### src/rtl/eth_capture_ring.sv
// eth_capture_ring: slot-ring controller for the Ethernet capture DMA path.
// Grants fixed-size SRAM buffer slots to the capture engine, records the
// committed length of each packet and presents completed slots to the host
// in FIFO order until released. Refused requests are counted (saturating).
// Optional feature macro: ETH_CAPTURE_RING_IRQ_EN (commit interrupt pulse).
module eth_capture_ring #(
    parameter int          SLOT_COUNT = 8,
    parameter int          SLOT_BYTES = 2048,
    parameter logic [31:0] BASE_ADDR  = 32'h0
) (
    input  logic                          clk,
    input  logic                          reset,
    input  logic                          enable,
    input  logic                          cap_req,
    output logic                          cap_grant,
    output logic                          cap_drop,
    output logic [31:0]                   cap_addr,
    input  logic                          cap_done,
    input  logic                          cap_err,
    input  logic [11:0]                   cap_len,
    output logic                          host_valid,
    output logic [$clog2(SLOT_COUNT)-1:0] host_slot,
    output logic [11:0]                   host_len,
    input  logic                          host_ack,
    output logic [15:0]                   drop_count,
    output logic                          irq
);

    localparam int          SW      = $clog2(SLOT_COUNT);
    localparam int          SB      = $clog2(SLOT_BYTES);
    localparam logic [12:0] LEN_MAX = 13'(SLOT_BYTES);

    typedef enum logic {
        IDLE = 1'b0,
        BUSY = 1'b1
    } state_t;

    state_t        state_q, state_d;
    logic [SW:0]   wr_ptr_q, wr_ptr_d;
    logic [SW:0]   rd_ptr_q, rd_ptr_d;
    logic          cap_grant_q, cap_grant_d;
    logic          cap_drop_q, cap_drop_d;
    logic [31:0]   cap_addr_q, cap_addr_d;
    logic          host_valid_q, host_valid_d;
    logic [SW-1:0] host_slot_q, host_slot_d;
    logic [11:0]   host_len_q, host_len_d;
    logic [15:0]   drop_count_q, drop_count_d;

    logic [11:0]   len_mem [SLOT_COUNT];

    logic [SW:0]   count;
    logic          full;
    logic          commit;
    logic          drop_inc;
    logic [11:0]   len_clamped;

    // Ring occupancy and the length clamp (lengths never exceed one slot).
    always_comb begin
        count       = wr_ptr_q - rd_ptr_q;
        full        = (count == (SW+1)'(SLOT_COUNT));
        len_clamped = ({1'b0, cap_len} > LEN_MAX) ? LEN_MAX[11:0] : cap_len;
    end

    // Next-state logic: grant/drop FSM, pointer updates and host view.
    always_comb begin
        state_d      = state_q;
        wr_ptr_d     = wr_ptr_q;
        rd_ptr_d     = rd_ptr_q;
        cap_grant_d  = 1'b0;
        cap_addr_d   = cap_addr_q;
        commit       = 1'b0;
        drop_inc     = 1'b0;

        case (state_q)
            IDLE: begin
                if (cap_req) begin
                    if (enable && !full) begin
                        cap_grant_d = 1'b1;
                        cap_addr_d  = BASE_ADDR + (32'(wr_ptr_q[SW-1:0]) << SB);
                        state_d     = BUSY;
                    end else begin
                        drop_inc = 1'b1;
                    end
                end
            end
            BUSY: begin
                // A second request mid-packet is an engine protocol error;
                // refuse it without disturbing the slot in flight.
                if (cap_req) begin
                    drop_inc = 1'b1;
                end
                if (cap_done) begin
                    commit  = !cap_err;
                    state_d = IDLE;
                end
            end
            default: state_d = IDLE;
        endcase

        if (commit) begin
            wr_ptr_d = wr_ptr_q + 1'b1;
        end
        if (host_ack && (count != '0)) begin
            rd_ptr_d = rd_ptr_q + 1'b1;
        end

        cap_drop_d   = drop_inc;
        drop_count_d = (drop_inc && (drop_count_q != 16'hFFFF)) ? drop_count_q + 16'd1
                                                                : drop_count_q;

        // The host view after this cycle's commit/ack. When the oldest
        // pending slot is the one being committed right now, forward the
        // incoming length since the table write lands on this same edge.
        host_valid_d = (wr_ptr_d != rd_ptr_d);
        host_slot_d  = rd_ptr_d[SW-1:0];
        if (!host_valid_d) begin
            host_len_d = 12'd0;
        end else if (commit && (rd_ptr_d[SW-1:0] == wr_ptr_q[SW-1:0])) begin
            host_len_d = len_clamped;
        end else begin
            host_len_d = len_mem[rd_ptr_d[SW-1:0]];
        end
    end

    // Control and output registers.
    always_ff @(posedge clk) begin
        if (reset) begin
            state_q      <= IDLE;
            wr_ptr_q     <= '0;
            rd_ptr_q     <= '0;
            cap_grant_q  <= 1'b0;
            cap_drop_q   <= 1'b0;
            cap_addr_q   <= BASE_ADDR;
            host_valid_q <= 1'b0;
            host_slot_q  <= '0;
            host_len_q   <= 12'd0;
            drop_count_q <= 16'd0;
        end else begin
            state_q      <= state_d;
            wr_ptr_q     <= wr_ptr_d;
            rd_ptr_q     <= rd_ptr_d;
            cap_grant_q  <= cap_grant_d;
            cap_drop_q   <= cap_drop_d;
            cap_addr_q   <= cap_addr_d;
            host_valid_q <= host_valid_d;
            host_slot_q  <= host_slot_d;
            host_len_q   <= host_len_d;
            drop_count_q <= drop_count_d;
        end
    end

    // Length table; contents are only meaningful behind valid pointers,
    // so it carries no reset.
    always_ff @(posedge clk) begin
        if (!reset && commit) begin
            len_mem[wr_ptr_q[SW-1:0]] <= len_clamped;
        end
    end

`ifdef ETH_CAPTURE_RING_IRQ_EN
    logic irq_q, irq_d;

    // Commit interrupt: one pulse per successfully committed packet.
    always_comb begin
        irq_d = commit;
    end

    // Interrupt register.
    always_ff @(posedge clk) begin
        if (reset) begin
            irq_q <= 1'b0;
        end else begin
            irq_q <= irq_d;
        end
    end

    assign irq = irq_q;
`else
    assign irq = 1'b0;
`endif

    assign cap_grant  = cap_grant_q;
    assign cap_drop   = cap_drop_q;
    assign cap_addr   = cap_addr_q;
    assign host_valid = host_valid_q;
    assign host_slot  = host_slot_q;
    assign host_len   = host_len_q;
    assign drop_count = drop_count_q;

endmodule

### config.mk
export PLATFORM = sky130hd
export DESIGN_NAME = eth_capture_ring
export DESIGN_NICKNAME = d
export VERILOG_FILES = /design/src/rtl/eth_capture_ring.sv
export SDC_FILE = /design/constraint.sdc
export NUM_CORES = 1
export LEC_CHECK = 0
export ABC_AREA = 1
export BUFFER_PORTS_ARGS = -buffer_cell sky130_fd_sc_hd__buf_4
export CORE_MARGIN = 3
export CORE_UTILIZATION = 55
export CTS_CLUSTER_DIAMETER = 120
export CTS_CLUSTER_SIZE = 24
export DETAILED_ROUTE_END_ITERATION = 16
export PLACE_DENSITY_LB_ADDON = 0.05
export SYNTH_ARGS = -nofsm -noshare
export SYNTH_HDL_FRONTEND = slang
export SYNTH_SLANG_ARGS = --single-unit
### constraint.sdc
create_clock -name clk -period 2.78 [get_ports clk]
set_input_delay 0.556 -clock clk [delete_from_list [all_inputs] [get_ports clk]]
set_output_delay 0.556 -clock clk [all_outputs]
set_load 0.005 [all_outputs]
==> flow_summary_export.csv <==
group,metric,value,unit
placed_design,dpl.hpwl,9.879,mm
clocking,cts-htree-levels,4,
clocking,cts_buffer_depth,2,
global_route,grt_pass1_vias,4525,
setup_path,crit_top_cell,"nand3_1",
global_route,antenna_found_initial,0,
clocking,cts_made_buffers,17,
detailed_routing,drt_iter0_markers,420,
synthesis,synth-seq-area-share,0.5730,
die,dieArea,13220,um^2
synthesis,synthesis.area,6534,um^2
clocking,cts_root_buffer,"clkbuf_16",
synthesis,synth_enable_flop_cells,96,
timing,maxSlewViolCount,0,
detailed_routing,via_per_inst,5.450,
detailed_routing,post-route-drc-count,0,
pwr,fin_total_pwr,7.490,mW
setup_path,required,3.09,ns
cells_and_area,nets,797,
setup_path,crit_chain,"inv_1 -> ha_1 -> or2_1 -> nand3_1 -> nand2_2 -> nand2_4 -> nand2_4 -> nand2_8 -> nand2_8 -> buf_4 -> nand2_1 -> nand3_1 -> nand3_1 -> nand2_1 -> nor2_1 -> nor2_1",
cells_and_area,drive_gt1_frac,0.1707,
synthesis,yosysUniqueCellTypes,30,
clocking,clk_pin_slew,0.06,ns
status,status,"finished, final reports clean",
setup_path,r2r_setup_slack,0.19,ns
synthesis,yosysTopAreaCell,"edfxtp_1",
timing,hold_violations,0,
timing,slew_headroom,0.5613,
global_route,grtUsageTotal,0.2278,
setup_path,path_delay_family,"simple AND/OR/NAND/NOR gates",
pwr,power_leakage,3.164,nW
timing,worst_pin_slew,0.6520,ns
die,io-pin-count,86,
placed_design,io_buffers,55,
setup_path,worstPathArrival,2.90,ns
synthesis,yosysTopAreaCellShare,0.4412,
cells_and_area,stdcell_count,928,
timing,setup_viol,0,
timing,fin_tns_setup,0,ns
die,die_x,115.0,um
die,core,11520,um^2
global_route,grt_overflow,0,
timing,post-route-period-util,0.9319,
die,start_util,0.5674,
pwr,powerDensity,978.9,nW/um^2
clocking,post-cts-setup-buffers,0,
synthesis,ys.warnings.count,0,
run,drv_cap,0,
detailed_routing,wl_per_cell,16.07,um
placed_design,gp_congestion,0.8432,
timing,min_period,2.591,ns
clocking,cts_hold_buf,0,
setup_path,critPathSlowestCell,"dfxtp_1",
setup_path,critPathLaunchType,"flop",
detailed_routing,dr.pass1.iters,5,
clocking,cts_resized,0,
synthesis,yosysMostFrequentCell,"nand2_1",
timing,clock_skew,0.004883,ns
cells_and_area,area_growth,17.10,%
die,fp-row-count,39,
synthesis,synth_common_cells,"nand2_1 (160), nand3_1 (111), edfxtp_1 (96), nor2_1 (66), inv_1 (56)",
clocking,tritoncts,"done",
clocking,cts_sinks,139,
timing,fmax,0.3860,GHz
setup_path,worst-setup-path-type,"flop to flop",
synthesis,synth_ff_type,"edfxtp_1",
global_route,grt_max_degree,38,
setup_path,cp_max_fo,15,
detailed_routing,postRouteAntennaNets,0,
detailed_routing,wl,14.92,mm
synthesis,async_reset_ff_frac,0,
global_route,grt_pass1_wl,23.22,mm
cells_and_area,antenna_cells,0,
synthesis,ys_top_cells_by_area,"edfxtp_1 (44%), dfxtp_1 (13%), nand2_1 (9.2%), nand3_1 (8.5%), buf_4 (4.5%)",
worst_hold_path,hold_class,"primary input to flop",
placed_design,dp.cells,893,
synthesis,ys_seq_elements,139,
synthesis,synthCells,708,
clocking,clkLatencyLatePin,0.41,ns
pwr,vdd_drop_max,0.0005391,V
setup_path,critical_path_buf_inv_count,2,
setup_path,worst_setup_path_end_kind,"flop",
setup_path,slowest_delay,0.39,ns
synthesis,synth_area_per_cell,9.228,um^2
detailed_routing,vias,5058,
die,die-height,115.0,um
==> final cells by class <==
| class | instances | area, um^2 |
|---|---|---|
| tap | 143 | 178.9 |
| sequential | 139 | 3744 |
| timing repair buffer | 77 | 601.8 |
| inverter | 59 | 227.7 |
| fill | 901 | 3865 |
| clock buffer | 26 | 519.2 |
| timing repair inverter | 1 | 7.507 |
| multi-input combinational | 477 | 2313 |
| clock inverter | 6 | 58.81 |
==> worst reg2reg max path: stages (launching register included) <==
cell	delay [ns]
dfxtp_1	0.39
inv_1	0.10
ha_1	0.33
or2_1	0.23
nand3_1	0.12
nand2_2	0.08
nand2_4	0.11
nand2_4	0.10
nand2_8	0.16
nand2_8	0.14
buf_4	0.20
nand2_1	0.07
nand3_1	0.09
nand3_1	0.17
nand2_1	0.08
nor2_1	0.10
nor2_1	0.04
==> routing by layer <==
metal,share of wire,wire length (um),track usage,vias to the layer above
met1,0.45,6748,0.3391,2368
met5,0,0,0,-
li1,-,-,-,2444
met4,0.018,272,0.06886,0
met2,0.44,6601,0.3310,223
met3,0.087,1293,0.05684,23
==> per-stage QoR <==
step / hold WS [ns] / utilization / worst slack (ns) / cell area [um^2]
after CTS: 0.3783 / 0.6556 / 0.07878 / 7550
after floorplan: 0.4396 / - / 0.5626 / 6643
after global routing: 0.4042 / 0.6644 / -0.01662 / 7651
after detailed placement: 0.4418 / 0.6054 / 0.1369 / 6972
final: 0.3966 / 0.6644 / 0.1894 / 7651
after global placement: 0.4364 / 0.6054 / 0.2150 / 6972
==> where the power goes <==
group | switching, mW | internal (mW) | leakage (nW)
combinational | 1.93 | 0.998 | 1.66
clock | 0.794 | 1.37 | 0.280
sequential | 0.0664 | 2.33 | 1.23
==> layout by cell type (no fill, tap or decap), types with 4 or more instances in the layout <==
master      count
buf_4          73
clkbuf_8        6
nand3_1       110
o21ai_0        13
conb_1         30
ha_1            6
xor2_1          5
nor3_2          4
nor2_2          4
nand2_4         4
dfxtp_1        43
nor2_1         65
edfxtp_1       96
inv_1          55
nor3_1         10
nand2_2         4
nand4_1        15
clkinvlp_4      4
nor4_1          4
nand2_1       160
clkbuf_16      17
a21oi_1        28
==> path summary, 6_finish.rpt <==
| check | start | endpoint | cells after the start |
|---|---|---|---|
| setup reg to reg | rd_ptr_q[2]$_SDFF_PP0_ | host_len[10]$_SDFF_PP0_ | 16 |
| setup / recovery | rd_ptr_q[2]$_SDFF_PP0_ | host_len[10]$_SDFF_PP0_ | 16 |
| hold reg to reg | cap_addr[12]$_SDFFE_PP0P_ | cap_addr[12]$_SDFFE_PP0P_ | 2 |
| hold / removal | cap_req | cap_drop$_SDFF_PP0_ | 3 |
==> sequential cells by signal, indices dropped and copies added, names as in the netlist <==
register	cells
len_mem	96
drop_count	16
host_len	12
rd_ptr_q	4
wr_ptr_q	4
cap_addr	3
cap_drop	1
cap_grant	1
host_valid	1
state_q	1
==> logic make-up after synthesis <==
family / share of synthesized area
AOI/OAI and AO/OA: 0.03447
xor gates and xnor gates: 0.008043
adders and majority gates: 0.01149
buffers and inverters: 0.1044
DFF: 0.5730
other: 0.0005739
and+or+nand+nor: 0.2681
Power figures use the tool's default switching activity.
